$ cat config.mk
export PLATFORM = sky130hd
export DESIGN_NAME = id_hazard_ctrl
export DESIGN_NICKNAME = d
export VERILOG_FILES = /design/src/rtl/id_hazard_ctrl.sv
export SDC_FILE = /design/constraint.sdc
export NUM_CORES = 1
export LEC_CHECK = 0
export BUFFER_PORTS_ARGS = -buffer_cell sky130_fd_sc_hd__buf_4
export CAP_MARGIN = 15
export CORE_MARGIN = 2
export CORE_UTILIZATION = 35
export CTS_BUF_LIST = sky130_fd_sc_hd__clkbuf_8 sky130_fd_sc_hd__clkbuf_16
export DETAILED_ROUTE_END_ITERATION = 8
export HOLD_SLACK_MARGIN = 0.02
export PLACE_DENSITY = 0.57
export SLEW_MARGIN = 20
export SYNTH_ARGS = -nofsm -noshare
export SYNTH_HDL_FRONTEND = slang
export SYNTH_SLANG_ARGS = --single-unit
$ cat constraint.sdc
create_clock -name clk -period 3.8 [get_ports clk]
set_clock_uncertainty 0.05 [all_clocks]
set_input_delay 0 -clock clk [delete_from_list [all_inputs] [get_ports clk]]
set_output_delay 0 -clock clk [all_outputs]
set_load 0.01 [all_outputs]
$ cat src/rtl/id_hazard_ctrl.sv
// id_hazard_ctrl: per-register pending-write scoreboard and ID-stage issue control.
// Optional build macro SCOREBOARD_BYPASS_EN: a source whose last pending write retires this cycle may issue.
module id_hazard_ctrl #(
  parameter int unsigned CNT_W = 2
) (
  input  logic        clk,
  input  logic        rst,
  input  logic        id_valid,
  input  logic [4:0]  id_rs1,
  input  logic [4:0]  id_rs2,
  input  logic [4:0]  id_rd,
  input  logic        id_use_rs1,
  input  logic        id_use_rs2,
  input  logic        id_wr_rd,
  input  logic        ex_ready,
  input  logic        flush,
  input  logic        wb_valid,
  input  logic [4:0]  wb_addr,
  output logic        issue,
  output logic        stall,
  output logic [31:0] busy,
  output logic [6:0]  inflight,
  output logic        err
);

  localparam logic [CNT_W-1:0] CNT_MAX = '1;
  localparam logic [CNT_W-1:0] CNT_ONE = CNT_W'(1);

  logic [CNT_W-1:0] cnt [32];
  logic [CNT_W-1:0] cnt_rs1;
  logic [CNT_W-1:0] cnt_rs2;
  logic [CNT_W-1:0] cnt_rd;
  logic [CNT_W-1:0] cnt_wb;
  logic             haz_rs1;
  logic             haz_rs2;
  logic             haz_rd;
  logic             hazard;
  logic [31:0]      inc_vec;
  logic [31:0]      dec_vec;
  logic             inc_any;
  logic             dec_any;
  logic             wb_orphan;

  assign cnt_rs1 = cnt[id_rs1];
  assign cnt_rs2 = cnt[id_rs2];
  assign cnt_rd  = cnt[id_rd];
  assign cnt_wb  = cnt[wb_addr];

  always_comb begin
    haz_rs1 = id_use_rs1 && (id_rs1 != '0) && (cnt_rs1 != '0);
    haz_rs2 = id_use_rs2 && (id_rs2 != '0) && (cnt_rs2 != '0);
`ifdef SCOREBOARD_BYPASS_EN
    // Write-through regfile: the final pending write lands on the read port this cycle.
    if ((cnt_rs1 == CNT_ONE) && wb_valid && (wb_addr == id_rs1))
      haz_rs1 = 1'b0;
    if ((cnt_rs2 == CNT_ONE) && wb_valid && (wb_addr == id_rs2))
      haz_rs2 = 1'b0;
`endif
    haz_rd = id_wr_rd && (id_rd != '0) && (cnt_rd == CNT_MAX);
    hazard = haz_rs1 || haz_rs2 || haz_rd;
  end

  // Gated by rst so nothing issues or stalls while the scoreboard is being cleared.
  assign issue = !rst && id_valid && ex_ready && !hazard && !flush;
  assign stall = !rst && id_valid && !issue && !flush;

  always_comb begin
    inc_vec = '0;
    dec_vec = '0;
    for (int unsigned r = 1; r < 32; r++) begin
      inc_vec[r] = issue && id_wr_rd && (id_rd == 5'(r));
      dec_vec[r] = wb_valid && (wb_addr == 5'(r)) && (cnt[r] != '0);
    end
  end

  assign inc_any   = |inc_vec;
  assign dec_any   = |dec_vec;
  assign wb_orphan = wb_valid && (wb_addr != '0) && (cnt_wb == '0);

  always_ff @(posedge clk or posedge rst) begin
    if (rst) begin
      for (int unsigned r = 0; r < 32; r++)
        cnt[r] <= '0;
      inflight <= '0;
      err      <= 1'b0;
    end else begin
      cnt[0] <= '0;
      for (int unsigned r = 1; r < 32; r++) begin
        if (inc_vec[r] && !dec_vec[r])
          cnt[r] <= cnt[r] + CNT_ONE;
        else if (dec_vec[r] && !inc_vec[r])
          cnt[r] <= cnt[r] - CNT_ONE;
      end
      // At most one inc and one dec per cycle, possibly on different registers.
      if (inc_any && !dec_any)
        inflight <= inflight + 7'd1;
      else if (dec_any && !inc_any)
        inflight <= inflight - 7'd1;
      if (wb_orphan)
        err <= 1'b1;
    end
  end

  always_comb begin
    busy = '0;
    for (int unsigned r = 1; r < 32; r++)
      busy[r] = (cnt[r] != '0);
  end

endmodule

## Yosys cells after proc, flatten, opt, wreduce, memory -nomap -nowiden

Cells that the tools add are included.

| storage, ports and cells | value |
|---|---|
| word-level logic and storage cells | 558 |
| output and inout bits | 42 |
| bits in registers | 70 |

| cells by class | value |
|---|---|
| $add $sub $neg | 64 |
| multiplexer cells | 76 |
| reductions and logical operators | 314 |
| eq/ne operators | 63 |
| magnitude comparators | 4 |
| bitwise operators | 4 |

Operator list:

| cell | count |
|---|---|
| $logic_and A1 B1 Y1 | 172 |
| $eq A5 B5 Y1 const B | 32 |
| $mux W2 | 70 |
| $reduce_bool A2 Y1 | 65 |
| $eq A5 B4 Y1 const B | 16 |
| $logic_not A1 Y1 | 68 |
| $add A2 B1 Y2 const B | 31 |
| $reduce_or A31 Y1 | 2 |
| $sub A2 B1 Y2 const B | 31 |
| $bmux W2 S5 | 4 |
| $eq A5 B3 Y1 const B | 8 |
| $ge A6 B6 Y1 const B | 4 |
| $not A5 Y6 | 4 |
| $eq A5 B2 Y1 const B | 4 |
| $reduce_bool A5 Y1 | 4 |
| $mux W7 | 2 |
| $eq A5 B1 Y1 const B | 2 |
| $add A7 B1 Y7 const B | 1 |
| $sub A7 B1 Y7 const B | 1 |
| $eq A2 B2 Y1 const B | 1 |
| $logic_not A2 Y1 | 1 |
| $logic_or A1 B1 Y1 | 2 |

## Logic depth before layout (Yosys ltp)

Gate-level depths: netlist of run 1.

| depth | value |
|---|---|
| depth in word-level cells | 18 |
| mapped depth | 18 |
| mapped depth without buffers | 16 |

## Least setup slack after synthesis of run 1

OpenSTA, ideal clock, no wires.

| timing path | value |
|---|---|
| kind | flip-flop to flip-flop |
| start | register cnt[24] in the netlist's numbering |
| end | register inflight[6] |
| arrival time | 3.787 ns |
| cell stages (with the launch flop) | 18 |
| required time | 3.670 ns |
| clock period less this slack | 3.917 ns |
| path slack | -0.117 ns |
| cell sequence | dfrtp_1 -> or2_1 -> buf_2 -> mux4_2 -> a2111oi_2 -> a31o_2 -> o221ai_4 -> buf_6 -> a21oi_1 -> ha_1 -> inv_1 -> fa_1 -> a21o_1 -> a21oi_1 -> o21bai_1 -> a21oi_1 -> mux2i_1 -> xnor2_1 |

RTL lines:

| element | RTL line | source |
|---|---|---|
| start, declared | 29 | `logic [CNT_W-1:0] cnt [32];` |
| start signal, assigned by index | 90 | `cnt[r] <= cnt[r] + CNT_ONE;` |
| start signal, assigned by index | 92 | `cnt[r] <= cnt[r] - CNT_ONE;` |
| $reduce_bool A2 Y1 * | n/a |  |
| net busy[19] | 21 | `output logic [31:0] busy,` |
| $logic_and A1 B1 Y1 * | 72 | `dec_vec[r] = wb_valid && (wb_addr == 5'(r)) && (cnt[r] != '0);` |
| $reduce_or A31 Y1 * | 77 | `assign dec_any = \|dec_vec;` |
| $logic_not A1 Y1 | 95 | `if (inc_any && !dec_any)` |
| $logic_and A1 B1 Y1 | 95 |  |
| $mux W7 or $reduce_bool A2 Y1 (tied branches) | n/a |  |
| end signal, assigned | 96 | `inflight <= inflight + 7'd1;` |
| end signal, assigned | 98 | `inflight <= inflight - 7'd1;` |
| end, declared | 22 | `output logic [6:0] inflight,` |

The timed path passes the listed nets; every way through them passes the cells marked *. The select of a mux whose other input is x is not followed.
A chain may end at the register's enable or synchronous reset.

## Worst setup path in the final report of run 1

| timing path | value |
|---|---|
| start | register cnt[27] in the netlist's numbering |
| end | register inflight[6] |

| between the ends | value |
|---|---|
| word-level cells in the longest chain between the ends | 16 |

RTL lines:

| element | RTL line | source |
|---|---|---|
| $bmux W2 S5, on equally long branches | 44, 45 |  |
| $mux W2, on equally long branches (2 in series) | 44, 45 |  |
| $reduce_bool A2 Y1, on equally long branches | 50, 51 |  |
| $logic_and A1 B1 Y1, on equally long branches | 50, 51 |  |
| $logic_or A1 B1 Y1 (2 in series) | 60 | `hazard = haz_rs1 \|\| haz_rs2 \|\| haz_rd;` |
| $logic_not A1 Y1 | 64 | `assign issue = !rst && id_valid && ex_ready && !hazard && !flush;` |
| $logic_and A1 B1 Y1 (2 in series) | 64 |  |
| $logic_and A1 B1 Y1 (2 in series) | 71 | `inc_vec[r] = issue && id_wr_rd && (id_rd == 5'(r));` |
| $reduce_or A31 Y1 | 76 | `assign inc_any = \|inc_vec;` |
| $logic_not A1 Y1 | 97 | `else if (dec_any && !inc_any)` |
| $logic_and A1 B1 Y1 | 97 |  |
| $reduce_bool A2 Y1 (no line) | n/a |  |

Several ways; a longest one is shown, not always the timed one. The select of a mux whose other input is x is not followed.

==> flow_summary_export.csv, run 1 <==
group,metric,value,unit
placement,port-buffer-count,69,
die,ios,71,
job,max_cap_violations,0,
global_route,global_route_wire_length_before_repair,30.8,mm
global_route,initial_antenna_violation_count,1,
finish,flow.area_growth_from_synthesis,21.3,%
sta,report.final.slew_viol_count,0,
drt,drt_drc_violations_left,0,
drt,drt_iter0_drc,476,
placement,dp_hpwl,14.9,mm
finish,finished_cell_area,7090,um^2
finish,layout-drive-gt1-share,23.4,%
drt,drt_pre_antenna_iters,5,
logic_synthesis,synth_cells,634,
critical_path,worst_ep_required_time,4020,ps
min_path,worst_hold_class,"primary input to flip-flop",
drt,route.vias.total,5379,
global_route,grt.total_usage,22.8,%
logic_synthesis,syn_area_per_cell,9.22,um^2
critical_path,crit_chain,"or2_1 > mux4_2 > a2111oi_2 > a31o_2 > o221ai_4 > a21oi_2 > ha_2 > inv_2 > fa_2 > a21o_1 > a21oi_2 > o21bai_1 > a21oi_1 > mux2i_1 > xnor2_1",
die,floorplan.core_area,16500,um^2
logic_synthesis,yosys.area.top_type,"dfrtp_1",
sta,timing.max_slew.rel_slack,42.9,%
sta,finalHoldWorstSlack,100,ps
sta,setup_viol_count_final,0,
power_and_ir_drop,max-vdd-ir-drop,0.214,mV
drt,ant_nets,0,
min_path,hold_path_start,"wb_addr[4]",
clock_network,htree_num_levels,3,
logic_synthesis,synthTopCellsByCount,"nor2_1 (86), dfrtp_1 (70), xor2_1 (63)",
logic_synthesis,syn-cell-area,5850,um^2
clock_network,cts_tree,"yes",
logic_synthesis,synth_cell_type_count,70,
die,dieHeight,133,um
placement,placed_cell_area,6720,um^2
critical_path,largest_stage_delay_on_the_critical_path,470,ps
clock_network,cts_root_buf,"clkbuf_16",
drt,total_routed_wirelength,20.0,mm
critical_path,critical_path.top_delay_family,"compound AO/OA/AOI/OAI gates",
power_and_ir_drop,power_per_cell_area,447,nW/um^2
sta,rsz0062_at_grt,"true",
logic_synthesis,postSynth.asyncResetShare,100,%
sta,max_slew.worst_pin.slew,857,ps
logic_synthesis,synth.yosys.seq_area_share,30.0,%
power_and_ir_drop,post-layout-total-power,0.00317,W
critical_path,crit_path_start_kind,"flip-flop",
sta,fin_crit,3650,ps
critical_path,worstReg2RegEnd,"inflight[6]",
logic_synthesis,postSynthRegisterBits,70,
clock_network,clkLatencyLatePin,350,ps
logic_synthesis,ys.warnings.count,0,
clock_network,buffers_from_clock_root_to_sink_at_most,2,
clock_network,clkTransAtPathRegs,60,ps
logic_synthesis,synth_edf_count,0,
placement,place_congestion,0.965,
logic_synthesis,synthesis.nets,701,
logic_synthesis,synth.most_common_cell,"nor2_1",
die,placement_rows,47,
global_route,leftover_overflow_at_the_end_of_global_routing,0,
logic_synthesis,yosys.area.top_type_share,30.0,%
sta,final_hold_viol_count,0,
critical_path,cp_num_buf_inv,1,
clock_network,numCtsBuffers,9,
min_path,timing.hold.worst_endpoint,"err",
finish,final_core_util,43.1,%
global_route,first_global_vias,5444,
die,floorplan.die.width,133,um
critical_path,cpMostUsedCell,"a21oi_2",
drt,avgRoutedWirePerCell,21.3,um
critical_path,crit_path_top_delay_cell,"mux4_2",
critical_path,ff2ff_setup_slack,150,ps
die,initial_utilization,35.5,%
critical_path,critPathArrivalTime,3870,ps
run_status,outcome,"finished clean",
clock_network,clkSinkCount,70,
critical_path,worst-r2r-cell-count,15,
sta,tns,0,ps
critical_path,worst_setup_path_end_kind,"flip-flop",
logic_synthesis,synthFlopType,"dfrtp_1",
sta,period_share,96.2,%
finish,antennaDiodeCount,0,
global_route,grt_max_degree,46,
critical_path,timing_worst_setup_path_type,"flip-flop to flip-flop",
sta,clock.fmax,274,MHz
drt,vias_per_cell,5.73,
min_path,hold-path-cell-count,3,
logic_synthesis,post_synth_main_area_contributors,"dfrtp_1 (30%), xor2_1 (9.4%), ha_1 (7.9%)",
die,die_footprint,17800,um^2
critical_path,regToRegStartpoint,"cnt[27]",
finish,layout.nets,781,
power_and_ir_drop,power.static_leakage,3.53,nW
critical_path,path_max_fanout,7,
==> per-layer routing <==
metal	track usage [%]	vias up	share of wire [%]
met5	0	-	0
met4	8.75	0	3.2
met3	5.21	48	8.5
met2	35.6	263	45
met1	31.0	2644	43
li1	-	2424	-
==> sequential cells by signal, summed over array words and instances, names as in the netlist <==
name	flops
cnt	62
err	1
inflight	7
==> stage by stage <==
stage,instances,setup slack (ps)
finish,939,145
CTS,938,49.2
global route,939,-93.6
detailed placement,921,59.4
global placement,921,121
floorplan,634,0.490
==> where the power goes <==
| part | internal [W] | leakage, nW | switching, W |
|---|---|---|---|
| clock | 0.000571 | 0.157 | 0.000340 |
| sequential | 0.000872 | 0.942 | 0.000144 |
| combinational | 0.000593 | 2.43 | 0.000648 |
==> layout make-up <==
class / instances / area (um^2)
fillers: 1642 / 9380
multi-input cells: 497 / 3850
flip-flops and latches: 70 / 1750
repair buffers: 101 / 761
well taps: 220 / 275
clock buffers: 9 / 225
inverters: 35 / 133
clock inverters: 7 / 90.1
==> worst register-to-register path, stage by stage (launching register included) <==
cell,delay (ps)
dfrtp_1,410
or2_1,260
mux4_2,470
a2111oi_2,370
a31o_2,200
o221ai_4,120
a21oi_2,130
ha_2,200
inv_2,80
fa_2,360
a21o_1,180
a21oi_2,160
o21bai_1,80
a21oi_1,150
mux2i_1,230
xnor2_1,140
==> cell usage in the layout, fill, tap and decap left out, types with 4 or more instances in the layout <==
cell type,instances
ha_1,36
a311oi_1,7
nand4_1,5
nor2b_1,8
a21oi_1,7
inv_1,33
nand2_1,37
xnor2_1,36
a211oi_1,6
nor3_1,10
o21ai_0,10
a21o_1,4
o31ai_1,4
nand2b_1,9
nor4_2,6
nor2_1,84
nand3b_1,4
buf_4,100
nand3_1,30
dfrtp_1,69
xor2_1,63
and3_1,16
clkbuf_16,9
and2_1,4
or2_2,6
nor4_1,11
or3_1,6
mux4_2,20
and3b_1,5
==> repair_timing <==
item                                    CTS  global route
hold buffers                              1             0
buffers inserted                          0             1
hold endpoints to repair                 44             0
gates resized for setup                   0             9
endpoints found under the setup margin    0             2
==> cell families (layout without fill, tap and decap cells) <==
logic type      after synthesis  count (layout)  synth area share [%]
other cells                   1               1                0.0642
xor+xnor                     99              99                  14.8
flops                        70              70                  30.0
compound gates               76              76                  10.2
simple gates                257             257                  23.1
mux                          26              26                  8.80
fa+ha+maj                    38              38                  8.26
buf+inv                      67             152                  4.75
==> worst max path at each step <==
| stage | startpoint | depth (start not counted) | slack, ps | end |
|---|---|---|---|---|
| after floorplan | cnt[24] | 17 | 0.5 | inflight[6] |
| after CTS | cnt[18] | 16 | 50 | inflight[6] |
| after global placement | cnt[18] | 16 | 120 | inflight[6] |
| final | cnt[27] | 15 | 150 | inflight[6] |
| after detailed placement | cnt[18] | 16 | 60 | inflight[6] |
| after global routing | cnt[20] | 15 | -90 | inflight[5] |
Power figures use the tool's default switching activity.
==> inputs of run 2 (changes only) <==
CTS_BUF_LIST = sky130_fd_sc_hd__clkbuf_2   (was sky130_fd_sc_hd__clkbuf_8 sky130_fd_sc_hd__clkbuf_16)
==> flow_summary_export.csv, run 2 (synthesized netlist as in run 1, its figures left out) <==
group,metric,value,unit
run_status,outcome,"finished clean",
finish,largest_register_ffs,62,
critical_path,ff2ff_setup_slack,180,ps
sta,report.final.slew_viol_count,0,
critical_path,path_max_fanout,7,
drt,drt_pre_antenna_iters,5,
power_and_ir_drop,switching_power,0.00112,W
critical_path,worstSetupStartpoint,"cnt[18]",
sta,max_slew.worst_pin.slew,873,ps
global_route,first_global_vias,5432,
die,dieHeight,133,um
critical_path,timing_worst_setup_path_type,"flip-flop to flip-flop",
die,initial_utilization,35.5,%
global_route,grt_max_degree,46,
power_and_ir_drop,max-vdd-ir-drop,0.192,mV
sta,period_share,95.2,%
placement,post-place-cells,921,
finish,layout_commonest_cell,"buf_4",
drt,vias_per_cell,5.69,
critical_path,worstReg2RegEnd,"inflight[6]",
sta,final_hold_viol_count,0,
sta,timing.max_slew.rel_slack,41.8,%
power_and_ir_drop,post-layout-total-power,0.00284,W
power_and_ir_drop,combPwrFrac,46.0,%
sta,setup_viol_count_final,0,
critical_path,regToRegStartpoint,"cnt[18]",
sta,rsz0062_at_grt,"true",
min_path,worst_hold_class,"primary input to async pin",
global_route,initial_antenna_violation_count,2,
critical_path,crit_path_top_delay_cell,"mux4_2",
critical_path,crit_path_start_kind,"flip-flop",
power_and_ir_drop,power_frac_clock,18.3,%
clock_network,cts_tree,"yes",
sta,fin_crit,3620,ps
power_and_ir_drop,switching_part_of_the_total_power,39.4,%
finish,layout-drive-gt1-share,25.9,%
clock_network,clkSinkCount,70,
drt,ant_nets,0,
finish,stdcell_count,962,
clock_network,clkTransAtPathRegs,200,ps
die,ios,71,
critical_path,cp_num_buf_inv,2,
drt,drt_iter0_drc,453,
finish,leading_registers_by_flop_count,"cnt (62), inflight (7), err (1)",
critical_path,critical_path.top_delay_family,"compound AO/OA/AOI/OAI gates",
global_route,leftover_overflow_at_the_end_of_global_routing,0,
sta,finalHoldWorstSlack,44.2,ps
clock_network,clkLatencyLatePin,600,ps
job,max_cap_violations,0,
drt,drt_drc_violations_left,0,
global_route,grt.total_usage,22.8,%
clock_network,htree_num_levels,3,
critical_path,worst_setup_path_end_kind,"flip-flop",
drt,route.vias.total,5474,
critical_path,worst_ep_required_time,4270,ps
placement,port-buffer-count,69,
global_route,global_route_wire_length_before_repair,30.8,mm
power_and_ir_drop,power_per_cell_area,398,nW/um^2
power_and_ir_drop,power.static_leakage,3.57,nW
placement,dp_hpwl,14.9,mm
finish,fill_cells,1638,
die,floorplan.core_area,16500,um^2
clock_network,buffers_from_clock_root_to_sink_at_most,2,
finish,largest_register_by_flop_count,"cnt",
placement,place_congestion,0.965,
clock_network,numCtsBuffers,9,
die,floorplan.die.width,133,um
finish,layout.nets,803,
power_and_ir_drop,power.internal,0.00173,W
drt,total_routed_wirelength,20.2,mm
critical_path,worst-r2r-cell-count,16,
drt,avgRoutedWirePerCell,21.0,um
finish,flow.area_growth_from_synthesis,22.2,%
sta,clock.fmax,276,MHz
critical_path,critPathArrivalTime,4090,ps
power_and_ir_drop,portion_of_total_power_attributed_to_sequential_cells,35.6,%
critical_path,largest_stage_delay_on_the_critical_path,490,ps
finish,commonest_non_fill_non_tap_cells_in_the_layout,"buf_4 (115), nor2_1 (81), dfrtp_1 (69)",
die,die_footprint,17800,um^2
clock_network,cts_root_buf,"clkbuf_2",
die,placement_rows,47,
critical_path,cpMostUsedCell,"a21oi_2",
critical_path,crit_chain,"nor2_1 > inv_1 > mux4_2 > a211oi_4 > a31o_2 > o221ai_4 > a21oi_2 > ha_2 > inv_4 > fa_2 > a21o_1 > a21oi_2 > o21bai_1 > a21oi_1 > mux2i_1 > xnor2_1",
[run 2: cell types whose count changed in the layout (fill, tap and decap cells not counted), moves of 3 or more]
cell	previous run	this run
dlygate4sd3_1	1	8
clkbuf_16	9	0
nor2_1	84	81
clkbuf_2	0	10
buf_4	100	115
nor2_2	2	5
[run 2: metrics by stage]
step	setup TNS (ps)	util (%)	instance area [um^2]	worst slack, ps
2_1_floorplan	0	-	5850	0.490
3_3_place_gp	0	40.8	6720	121
3_5_place_dp	0	40.8	6720	59.4
4_1_cts	0	42.2	6940	4.13
5_1_grt	-53.4	43.4	7150	-53.4
6_report	0	43.4	7150	181
[run 2: power groups by stage]
stage | logic, W | registers [W] | clock network [W]
finish | 0.00131 | 0.00101 | 0.000521
global route | 0.00141 | 0.00103 | 0.000560
CTS | 0.00123 | 0.00101 | 0.000529
detailed placement | 0.00122 | 0.00103 | 0
global placement | 0.00120 | 0.00102 | 0
floorplan | 0.000696 | 0.00102 | 0
[run 2: layer usage]
metal  track usage (%)  part of all wire [%]  vias to the layer above  wire (um)
met3              4.22                   8.5                       50       1720
met1              31.2                    43                     2670       8740
met4              9.93                   3.7                        0        743
met5                 0                     0                        -          0
met2              35.4                    45                      292       9020
li1                  -                     -                     2462          -
[run 2: how the worst max path moves through the flow]
stage	depth (start not counted)	slack, ps	end
2_1_floorplan	17	0.5	inflight[6]
3_3_place_gp	16	120	inflight[6]
3_5_place_dp	16	60	inflight[6]
4_1_cts	16	4	inflight[6]
5_1_grt	16	-50	inflight[6]
6_report	16	180	inflight[6]
[run 2: layout make-up]
cell class / instances / area (um^2) / area share [%]
timing repair buffer: 123 / 943 / 13.2
inverter: 35 / 135 / 1.89
multi-input combinational: 497 / 3900 / 54.6
antenna: 1 / 2.50 / 0.0350
tap: 220 / 275 / 3.85
clock inverter: 6 / 86.3 / 1.21
sequential: 70 / 1750 / 24.5
clock buffer: 10 / 50.0 / 0.700
[run 2: tightest hold or removal path: stages]
cell and delay, ps:
dlygate4sd3_1 530, buf_4 140, clkinv_2 560
[run 2: timing repair]
item	in CTS	in global routing
resized for setup	0	20
setup endpoints to repair	0	2
endpoints found under the hold margin	54	0
hold buffers	8	0
setup buffers	0	16
==> inputs of run 3 (changes only) <==
REMOVE_ABC_BUFFERS = 1   (was not set)
==> flow_summary_export.csv, run 3 (synthesized netlist as in run 1, its figures left out) <==
group,metric,value,unit
clock_network,cts_root_buf,"clkbuf_2",
die,floorplan.die.width,133,um
global_route,global_route_wire_length_before_repair,30.9,mm
drt,route.vias.total,5432,
sta,timing.max_slew.rel_slack,43.9,%
die,initial_utilization,35.5,%
finish,largest_register_by_flop_count,"cnt",
finish,fill_cells,1650,
finish,multi_input_area,3870,um^2
critical_path,timing_worst_setup_path_type,"flip-flop to flip-flop",
drt,drt_iter0_drc,453,
placement,placed_cell_area,6860,um^2
critical_path,cpMostUsedCell,"a21oi_2",
critical_path,critical_path.top_delay_family,"simple AND/OR/NAND/NOR gates",
die,placement_rows,47,
finish,seq_area,1750,um^2
global_route,first_global_vias,5383,
power_and_ir_drop,power_per_cell_area,407,nW/um^2
sta,max_slew.worst_pin.slew,841,ps
job,max_cap_violations,0,
global_route,initial_antenna_violation_count,1,
drt,maxUsedRoutingLayer,"met4",
clock_network,clkTransAtPathRegs,240,ps
clock_network,buffers_from_clock_root_to_sink_at_most,2,
drt,avgRoutedWirePerCell,20.8,um
clock_network,clkSinkCount,70,
critical_path,regToRegStartpoint,"cnt[40]",
placement,place_congestion,0.942,
sta,fin_crit,3600,ps
drt,drt_pre_antenna_iters,4,
critical_path,largest_stage_delay_on_the_critical_path,470,ps
finish,flow.area_growth_from_synthesis,23.1,%
drt,wl_met1,8.90,mm
sta,tns,0,ps
drt,total_routed_wirelength,20.2,mm
clock_network,clkLatencyLatePin,590,ps
placement,dpl_worst_slack,16.4,ps
drt,wl_met3,1.31,mm
finish,layout.nets,811,
placement,port-buffer-count,69,
critical_path,worst_ep_required_time,4250,ps
critical_path,cp_num_buf_inv,2,
clock_network,htree_num_levels,3,
drt,ant_nets,0,
run_status,outcome,"finished clean",
critical_path,crit_path_top_delay_cell,"dfrtp_1",
sta,final_hold_viol_count,0,
die,die_footprint,17800,um^2
sta,clock.fmax,277,MHz
drt,wl_met2,9.47,mm
die,ios,71,
global_route,grt_max_degree,46,
critical_path,crit_path_start_kind,"flip-flop",
drt,drt_drc_violations_left,0,
critical_path,worstSetupStartpoint,"cnt[40]",
critical_path,crit_chain,"nor2_1 > inv_1 > nand4_1 > o31ai_1 > nor4_1 > and3_1 > nor2b_1 > ha_2 > inv_2 > fa_2 > a21o_1 > a21oi_2 > o21bai_1 > a21oi_2 > mux2i_1 > xnor2_1",
critical_path,path_max_fanout,4,
sta,setup_viol_count_final,0,
die,floorplan.core_area,16500,um^2
placement,dp_hpwl,15.2,mm
power_and_ir_drop,max-vdd-ir-drop,0.225,mV
finish,final_core_util,43.7,%
clock_network,numCtsBuffers,9,
critical_path,worst_setup_path_end_kind,"flip-flop",
finish,leading_registers_by_flop_count,"cnt (62), inflight (7), err (1)",
power_and_ir_drop,power.static_leakage,3.61,nW
finish,commonest_non_fill_non_tap_cells_in_the_layout,"buf_4 (122), nor2_1 (85), dfrtp_1 (70)",
finish,layout_commonest_cell,"buf_4",
global_route,leftover_overflow_at_the_end_of_global_routing,0,
power_and_ir_drop,post-layout-total-power,0.00293,W
finish,layout-drive-gt1-share,25.2,%
global_route,grt.total_usage,22.9,%
drt,vias_per_cell,5.60,
critical_path,critPathArrivalTime,4060,ps
clock_network,cts_tree,"yes",
min_path,worst_hold_class,"primary input to async pin",
sta,timing.final.ws_setup,196,ps
die,dieHeight,133,um
finish,largest_register_ffs,62,
finish,finished_cell_area,7200,um^2
sta,period_share,94.8,%
sta,report.final.slew_viol_count,0,
-- run 3: worst paths after layout --
check                               to  slack, ps  cells after the start
max                        inflight[6]        200                     16
min reg2reg                    cnt[21]        450                      1
min                            cnt[34]         30                      3
max in group asynchronous      cnt[17]       2790                      4
min in group clk               cnt[60]         80                      5
max reg2reg                inflight[6]        200                     16
-- run 3: repair_timing --
item                       4_1_cts  5_1_grt
hold endpoints to repair        49        1
hold buffers                     8        1
setup buffers                    1        3
resized for setup                1       11
pin swaps                        0        8
setup endpoints to repair        1        2
-- run 3: per-layer routing --
layer | global-route usage (%) | vias to the layer above
li1 | - | 2473
met1 | 30.6 | 2673
met2 | 37.2 | 249
met3 | 4.07 | 37
met4 | 8.81 | 0
met5 | 0 | -
-- run 3: cell type report --
cell class | instances | area share [%]
multi-input combinational | 497 | 53.7
clock buffer | 10 | 0.696
clock inverter | 6 | 1.53
sequential | 70 | 24.3
tap | 220 | 3.83
antenna | 1 | 0.0348
timing repair buffer | 131 | 14.0
inverter | 35 | 1.84
-- run 3: worst register-to-register path, stage by stage, from the launching register on --
cell and delay [ps]:
dfrtp_1 470, nor2_1 240, inv_1 140, nand4_1 220, o31ai_1 110, nor4_1 330, and3_1 210, nor2b_1 220
ha_2 230, inv_2 70, fa_2 360, a21o_1 180, a21oi_2 140, o21bai_1 100, a21oi_2 140, mux2i_1 220
xnor2_1 140
-- run 3: through the flow --
step / std cells / hold WS, ps
detailed placement: 940 / 261
CTS: 965 / 28.9
floorplan: 602 / 108
global route: 970 / 59.3
finish: 970 / 33.0
global placement: 940 / 255
-- run 3: power by group --
part / leakage (nW) / switching, W / internal [W]
registers: 0.944 / 0.000139 / 0.000869
clock network: 0.0898 / 0.000296 / 0.000285
logic: 2.58 / 0.000678 / 0.000659
total: 3.61 / 0.00111 / 0.00181
